### src/rtl/mips_perf_monitor.sv
`default_nettype none
// +--------------------------------------------------------------------------+
// | mips_perf_monitor: pipeline event counters with IDLE/RUN/DRAIN/DONE FSM. |
// | Optional PERF_SATURATE_EN: counters saturate instead of wrapping. Rev 1.0 |
// +--------------------------------------------------------------------------+
module mips_perf_monitor #(
  parameter int CNT_WIDTH    = 32,
  parameter int DRAIN_CYCLES = 3,
  parameter int OPC_WIDTH    = 6
) (
  input  logic                 clk,
  input  logic                 reset,
  input  logic                 start,
  input  logic                 clear,
  input  logic                 retire_valid,
  input  logic [OPC_WIDTH-1:0] retire_opcode,
  input  logic                 stall,
  input  logic                 flush,
  input  logic                 data_hazard,
  input  logic                 halt_seen,
  input  logic [3:0]           rd_sel,
  output logic [CNT_WIDTH-1:0] rd_data,
  output logic [1:0]           state_o,
  output logic                 done
);

  localparam int NUM_CNT = 10;
  localparam int DW      = (DRAIN_CYCLES > 1) ? $clog2(DRAIN_CYCLES) : 1;

  typedef enum logic [1:0] {
    S_IDLE  = 2'd0,
    S_RUN   = 2'd1,
    S_DRAIN = 2'd2,
    S_DONE  = 2'd3
  } state_e;

  state_e                state_q, state_d;
  logic [DW-1:0]         drain_q, drain_d;
  logic [CNT_WIDTH-1:0]  cnt_q [NUM_CNT];
  logic [CNT_WIDTH-1:0]  cnt_d [NUM_CNT];
  logic [CNT_WIDTH-1:0]  rd_data_q, rd_data_d;
  logic [NUM_CNT-1:0]    cnt_inc;
  logic [31:0]           opc_ext;
  logic                  counting;

  always_comb begin
    state_d = state_q;
    drain_d = drain_q;
    case (state_q)
      S_IDLE:  if (start) state_d = S_RUN;
      S_RUN: begin
        if (halt_seen) begin
          drain_d = '0;
          state_d = (DRAIN_CYCLES == 0) ? S_DONE : S_DRAIN;
        end
      end
      S_DRAIN: begin
        if (drain_q == DW'(DRAIN_CYCLES - 1)) state_d = S_DONE;
        else                                  drain_d = drain_q + DW'(1);
      end
      S_DONE:  state_d = S_DONE;
      default: state_d = S_IDLE;
    endcase
    if (clear) begin
      state_d = S_IDLE;
      drain_d = '0;
    end
  end

  // Index order matches the rd_sel map: cycles, retired, 5 classes, stalls, flushes, hazards.
  assign counting = (state_q == S_RUN) || (state_q == S_DRAIN);
  assign opc_ext  = 32'(retire_opcode);

  always_comb begin
    cnt_inc    = '0;
    cnt_inc[0] = counting;
    cnt_inc[1] = counting && retire_valid;
    cnt_inc[2] = counting && retire_valid && (opc_ext <= 32'h05);
    cnt_inc[3] = counting && retire_valid && (opc_ext >= 32'h06) && (opc_ext <= 32'h0B);
    cnt_inc[4] = counting && retire_valid && (opc_ext >= 32'h0C) && (opc_ext <= 32'h0D);
    cnt_inc[5] = counting && retire_valid && (opc_ext >= 32'h0E) && (opc_ext <= 32'h11);
    cnt_inc[6] = counting && retire_valid && (opc_ext >= 32'h12);
    cnt_inc[7] = counting && stall;
    cnt_inc[8] = counting && flush;
    cnt_inc[9] = counting && data_hazard;
  end

  always_comb begin
    for (int k = 0; k < NUM_CNT; k++) begin
      cnt_d[k] = cnt_q[k];
      if (clear) begin
        cnt_d[k] = '0;
      end else if (cnt_inc[k]) begin
`ifdef PERF_SATURATE_EN
        if (cnt_q[k] != '1) cnt_d[k] = cnt_q[k] + CNT_WIDTH'(1);
`else
        cnt_d[k] = cnt_q[k] + CNT_WIDTH'(1);
`endif
      end
    end
  end

  always_comb begin
    rd_data_d = '0;
    if (!clear && (rd_sel < 4'(NUM_CNT))) rd_data_d = cnt_q[rd_sel];
  end

  always_ff @(posedge clk or posedge reset) begin
    if (reset) begin
      state_q   <= S_IDLE;
      drain_q   <= '0;
      rd_data_q <= '0;
      for (int k = 0; k < NUM_CNT; k++) cnt_q[k] <= '0;
    end else begin
      state_q   <= state_d;
      drain_q   <= drain_d;
      rd_data_q <= rd_data_d;
      for (int k = 0; k < NUM_CNT; k++) cnt_q[k] <= cnt_d[k];
    end
  end

  assign rd_data = rd_data_q;
  assign state_o = state_q;
  assign done    = (state_q == S_DONE);

endmodule
`default_nettype wire

### config.mk
export PLATFORM = sky130hd
export DESIGN_NAME = mips_perf_monitor
export DESIGN_NICKNAME = d
export VERILOG_FILES = /design/src/rtl/mips_perf_monitor.sv
export SDC_FILE = /design/constraint.sdc
export NUM_CORES = 1
export LEC_CHECK = 0
export ABC_CLOCK_PERIOD_IN_PS = 20600
export BUFFER_PORTS_ARGS = -buffer_cell sky130_fd_sc_hd__buf_2
export CORE_MARGIN = 2
export CORE_UTILIZATION = 50
export DETAILED_ROUTE_END_ITERATION = 7
export PLACE_DENSITY = 0.66
export RECOVER_POWER = 100
export SLEW_MARGIN = 20
export SYNTH_ARGS = -nofsm -noshare
export SYNTH_HDL_FRONTEND = slang
export SYNTH_SLANG_ARGS = --single-unit
### constraint.sdc
create_clock -name clk -period 20.6 [get_ports clk]
set_input_delay 4.12 -clock clk [delete_from_list [all_inputs] [get_ports clk]]
set_output_delay 4.12 -clock clk [all_outputs]
set_load 0.03 [all_outputs]
# ---- Word level (Yosys, flattened, before mapping)
# Index checks and enable logic that the tools add are counted.
dict set report classes {
  addsub 11
  mul 0
  div_mod_pow 0
  magnitude_cmp 10
  eq_ne 8
  n_shift 0
  mux 33
  bitwise 1
  n_reduce_logical 29
}
# cell count
set op_table {}
lappend op_table {{$mux 32} 23}
lappend op_table {{$add 32x1->32 const B} 10}
lappend op_table {{$bmux 32 s4} 1}
lappend op_table {{$reduce_bool 2->1} 10}
lappend op_table {{$mux 2} 7}
lappend op_table {{$logic_and 1x1->1} 13}
lappend op_table {{$ge 6x4->1 const B} 2}
lappend op_table {{$le 6x4->1 const B} 2}
lappend op_table {{$ne 3x3->1 const B} 4}
lappend op_table {{$pmux 2 s4} 1}
lappend op_table {{$eq 2x2->1 const B} 3}
lappend op_table {{$ge 6x3->1 const B} 1}
lappend op_table {{$ge 6x5->1 const B} 1}
lappend op_table {{$le 6x3->1 const B} 1}
lappend op_table {{$le 6x5->1 const B} 1}
lappend op_table {{$reduce_and 3->1} 2}
lappend op_table {{$ge 5x5->1 const B} 1}
lappend op_table {{$not 4->5} 1}
lappend op_table {{$lt 4x4->1 const B} 1}
lappend op_table {{$pmux 2 s2} 1}
lappend op_table {{$reduce_bool 3->1} 1}
lappend op_table {{$add 2x1->2 const B} 1}
lappend op_table {{$eq 2x1->1 const B} 1}
lappend op_table {{$logic_not 2->1} 1}
lappend op_table {{2 further kinds} 2}
dict set report totals {
  ff_bits 356
  latchBits 0
  mem_bits_rw 0
  romBits 0
  input_bits 19
  output_inout_bits 35
  elab_cells 105
  mem_count 0
}

# ---- Logic depth before layout (Yosys ltp)
dict set report logic_depth {
  ltp_word 7
  mapped_depth 10
  ltp_nobuf 7
}

# ---- Worst setup path before layout
# Ideal clock, no wire load.
dict set report synth_path {
  path_kind {in2reg}
  startpoint {input port retire_opcode[2]}
  endpoint {register cnt_q[155] in the netlist's numbering}
  arrival_time_ps 5709
  setup_slack_ps 14825
  cell_stages 6
  n_path_buf 1
  cell_sequence {buf_2 > or4b_4 > a211oi_4 > nand3_2 > or4_1 > nand2_1}
}
dict set report synth_via {
  elab_chain_cells 4
}
# item line
set synth_rtl {}
lappend synth_rtl {{from (decl)} 16} ;# input logic [OPC_WIDTH-1:0] retire_opcode,
lappend synth_rtl {{$ge 6x4->1} 81} ;# cnt_inc[5] = counting && retire_valid && (opc_ext >= 32'h0E) && (opc_ext <= 32'h11);
lappend synth_rtl {{$logic_and 1x1->1} 81}
lappend synth_rtl {{$logic_and 1x1->1 *} 81}
lappend synth_rtl {{$reduce_bool 2->1 (no source line) *} n/a}
lappend synth_rtl {{to (decl)} 39} ;# logic [CNT_WIDTH-1:0] cnt_q [NUM_CNT];
# Mark *: on every way between the ends. The rest lies on a longest branch, timed or not.
# A chain may end at the register's enable or synchronous reset.

# ---- Final worst setup path
dict set report layout_path {
  startpoint {input port clear}
  endpoint {register cnt_q[164] in the netlist's numbering}
}
dict set report layout_via {
  elab_chain_cells 1
}
# item line
set layout_rtl {}
lappend layout_rtl {{from (decl)} 14} ;# input logic clear,
lappend layout_rtl {{$mux 32 / $reduce_bool 2->1 (equally long branches)} n/a}
# Several ways; a longest one is shown, not always the timed one.

==> impl_metrics.json <==
{
  "std_cell_rows": 72,
  "worstSetupPathType": "primary input to flip-flop",
  "core_area_um2": 38900,
  "cts_tree": "built",
  "io_buffers": 52,
  "io_pins": 54,
  "wire_per_inst_um": 19.6,
  "period_needed_ns": 12.65,
  "p_clk_frac": 0.450,
  "p_sw_frac": 0.248,
  "drive_gt1_frac": 0.0876,
  "grt_max_degree": 169,
  "critPathMaxFanout": 111,
  "ctsResizeCount": 0,
  "detail-route-antenna-nets": 0,
  "grt_overflow_total": 0,
  "grt_setup_unrepaired": "no",
  "slew_viol_final": 530,
  "synth_area_um2": 19800,
  "postRouteWirelength_um": 49400,
  "final_nets": 2017,
  "setup_viol": 0,
  "hp-start": "cnt_q[255]",
  "maxSlewHeadroom": -2.29,
  "start_util": 0.509,
  "powerDensity_nw_per_um2": 70.8,
  "path_cells": "clkbuf_1 > clkbuf_1 > clkbuf_1 > nor2_1",
  "initialDrtViolationCount": 1203,
  "vdd_drop_max_mv": 0.0478,
  "synth.avg_cell_area_um2": 10.0,
  "grt_pass1_wl_um": 80600,
  "area_growth_pct": 9.19,
  "min_to": "cnt_q[255]",
  "seq_area_frac_synth": 0.449,
  "hpwl_um": 34400,
  "hold_buffers": 0,
  "clock_path_buffers": 3,
  "seq_power_share": 0.470,
  "violations": "max-capacitance violations, max-slew violations",
  "end_kind": "flip-flop",
  "tightest_slew_ns": 4.94,
  "outcome": "finished with violations",
  "async_flop_share": 1.00,
  "mostFrequentLayoutCell": "dfrtp_1",
  "netlist-cell-type-count": 52,
  "vias": 15300,
  "arrival_ns": 12.96,
  "synth-main-ff-cell": "dfrtp_1",
  "synth-edff-count": 0,
  "die_area_um2": 41300,
  "first_global_vias": 14800,
  "cp_data_required_time_ns": 20.91,
  "clock_sinks": 356,
  "max_stage_delay_ns": 3.32,
  "p_sw_uw": 380,
  "r2r_slack_ns": 17.03,
  "holdPathStages": 2,
  "root_buffer": "clkbuf_16",
  "vias_per_cell": 6.05,
  "crit_slowest_cell": "clkbuf_1",
  "nFillCells": 3416,
  "final_cell_mix": "dfrtp_1, nor2_1, xor2_1, nand4_1, nand2_1",
  "routabilityCongestion": 0.894,
  "reg2reg_from": "state_o[0]",
  "cts_setup_buffers": 0,
  "cts_max_level": 2,
  "finalPower_uw": 1530,
  "max_freq_mhz": 79.0,
  "power.internal_uw": 1150,
  "clkTransAtPathRegs_ns": 0.06,
  "p_comb_frac": 0.080,
  "skew_ns": 0.0231,
  "crit_buf_inv": 3,
  "syn-instance-count": 1975,
  "insertion_delay_ns": 0.54,
  "drc_errors": 0,
  "die_y_um": 203,
  "antenna_found_initial": 0,
  "cts_buffers": 39,
  "min_period_over_period": 0.614,
  "antenna_cells": 0,
  "die_x_um": 203,
  "leakage_uw": 0.00887,
  "hold_class": "flip-flop to flip-flop",
  "synth.net_count": 2010,
  "path_common_cell": "clkbuf_1",
  "max-cap-violations": 6,
  "r2r_end": "cnt_q[221]",
  "hold_violations": 0,
  "critPathTopFamily": "buffers and inverters",
  "ys_ff_latch": 356,
  "setup-tns-final_ns": 0,
  "r2r_cells": 9,
  "crit_path_start_kind": "primary input",
  "track_usage": 0.244,
  "drt-pass1-iter-count": 5,
  "fin_hold_ws_ns": 0.544,
  "synth_warnings": 0
}
## synthesized netlist by cell type, drive strengths merged, types with 2 or more instances
cell type / number / area (um2)
or2: 5 / 31.3
mux2i: 67 / 671
or3: 32 / 200
a21oi: 48 / 240
nand3: 112 / 581
nor3: 54 / 285
nor2: 307 / 1150
nand4b: 2 / 17.5
a211o: 2 / 17.5
o21ai: 37 / 185
and4: 46 / 405
nand4: 117 / 747
dfrtp: 356 / 8910
o31ai: 2 / 15.0
or4: 7 / 56.3
nor2b: 6 / 37.5
nand3b: 4 / 33.8
and2: 48 / 300
nor3b: 3 / 22.5
nor4b: 2 / 17.5
buf: 31 / 155
ha: 16 / 200
and3: 44 / 275
nand2: 110 / 413
xnor2: 95 / 832
clkbuf: 69 / 259
o22ai: 34 / 213
nor4: 36 / 314
inv: 29 / 109
mux4: 64 / 1440
xor2: 180 / 1580
## worst reg2reg max path, stage by stage (launching register included)
cell	delay, ns
dfrtp_1	0.42
inv_1	0.10
ha_1	0.29
buf_4	0.34
and3b_1	0.31
and3_1	0.17
clkbuf_1	0.73
nand4_1	0.48
or3_1	0.44
a21oi_1	0.16
## area by class of cell
class | count | area, um2 | share of cell area
clock inverter | 6 | 32.5 | 0.00150
tap | 518 | 648 | 0.0299
sequential | 356 | 8910 | 0.412
timing repair buffer | 66 | 308 | 0.0142
clock buffer | 61 | 1230 | 0.0569
multi-input combinational | 1490 | 10400 | 0.481
inverter | 29 | 110 | 0.00509
## metrics by stage
stage                     utilization  std cells  instance area [um2]  setup slack [ns]
after floorplan                     -       1975                19800              6.60
after global placement          0.526       2459                20500             13.50
after detailed placement        0.526       2459                20500             13.49
after CTS                       0.558       2526                21700             14.05
after global routing            0.556       2526                21600              7.07
final                           0.556       2526                21600              7.95
## kinds of logic after synthesis
logic type | synth area share
fa+ha+maj | 0.0101
buf+inv | 0.0264
simple gates | 0.250
xor+xnor | 0.121
mux | 0.107
flops | 0.449
compound gates | 0.0359
## power groups by stage
stage,logic (uW),registers [uW],clock network [uW]
2_1_floorplan,92.9,733,0
3_3_place_gp,121,732,0
3_5_place_dp,124,733,0
4_1_cts,125,721,705
5_1_grt,137,722,735
6_report,122,721,689
## registers in the layout, indices dropped and copies added (netlist names)
| signal | count |
|---|---|
| cnt_q | 320 |
| drain_q | 2 |
| rd_data | 32 |
| state_o | 2 |
## routing by layer
metal  routed length [um]  track usage  up-vias
met5                    0            0        -
met4                 1110       0.0704        0
met3                 2840       0.0356       78
met2                23500        0.392      433
met1                22000        0.347     7735
li1                     -            -     7028
## how the worst max path moves through the flow
| stage | slack, ns | cells past startpoint | startpoint | to |
|---|---|---|---|---|
| floorplan | 6.60 | 1 | reset | cnt_q[0] |
| global placement | 13.50 | 6 | rd_sel[0] | rd_data[0] |
| detailed placement | 13.49 | 6 | rd_sel[0] | rd_data[3] |
| CTS | 14.05 | 6 | rd_sel[0] | rd_data[0] |
| global route | 7.07 | 4 | clear | cnt_q[285] |
| finish | 7.95 | 4 | clear | cnt_q[164] |
Note: power is estimated with default switching activity, not from simulation.
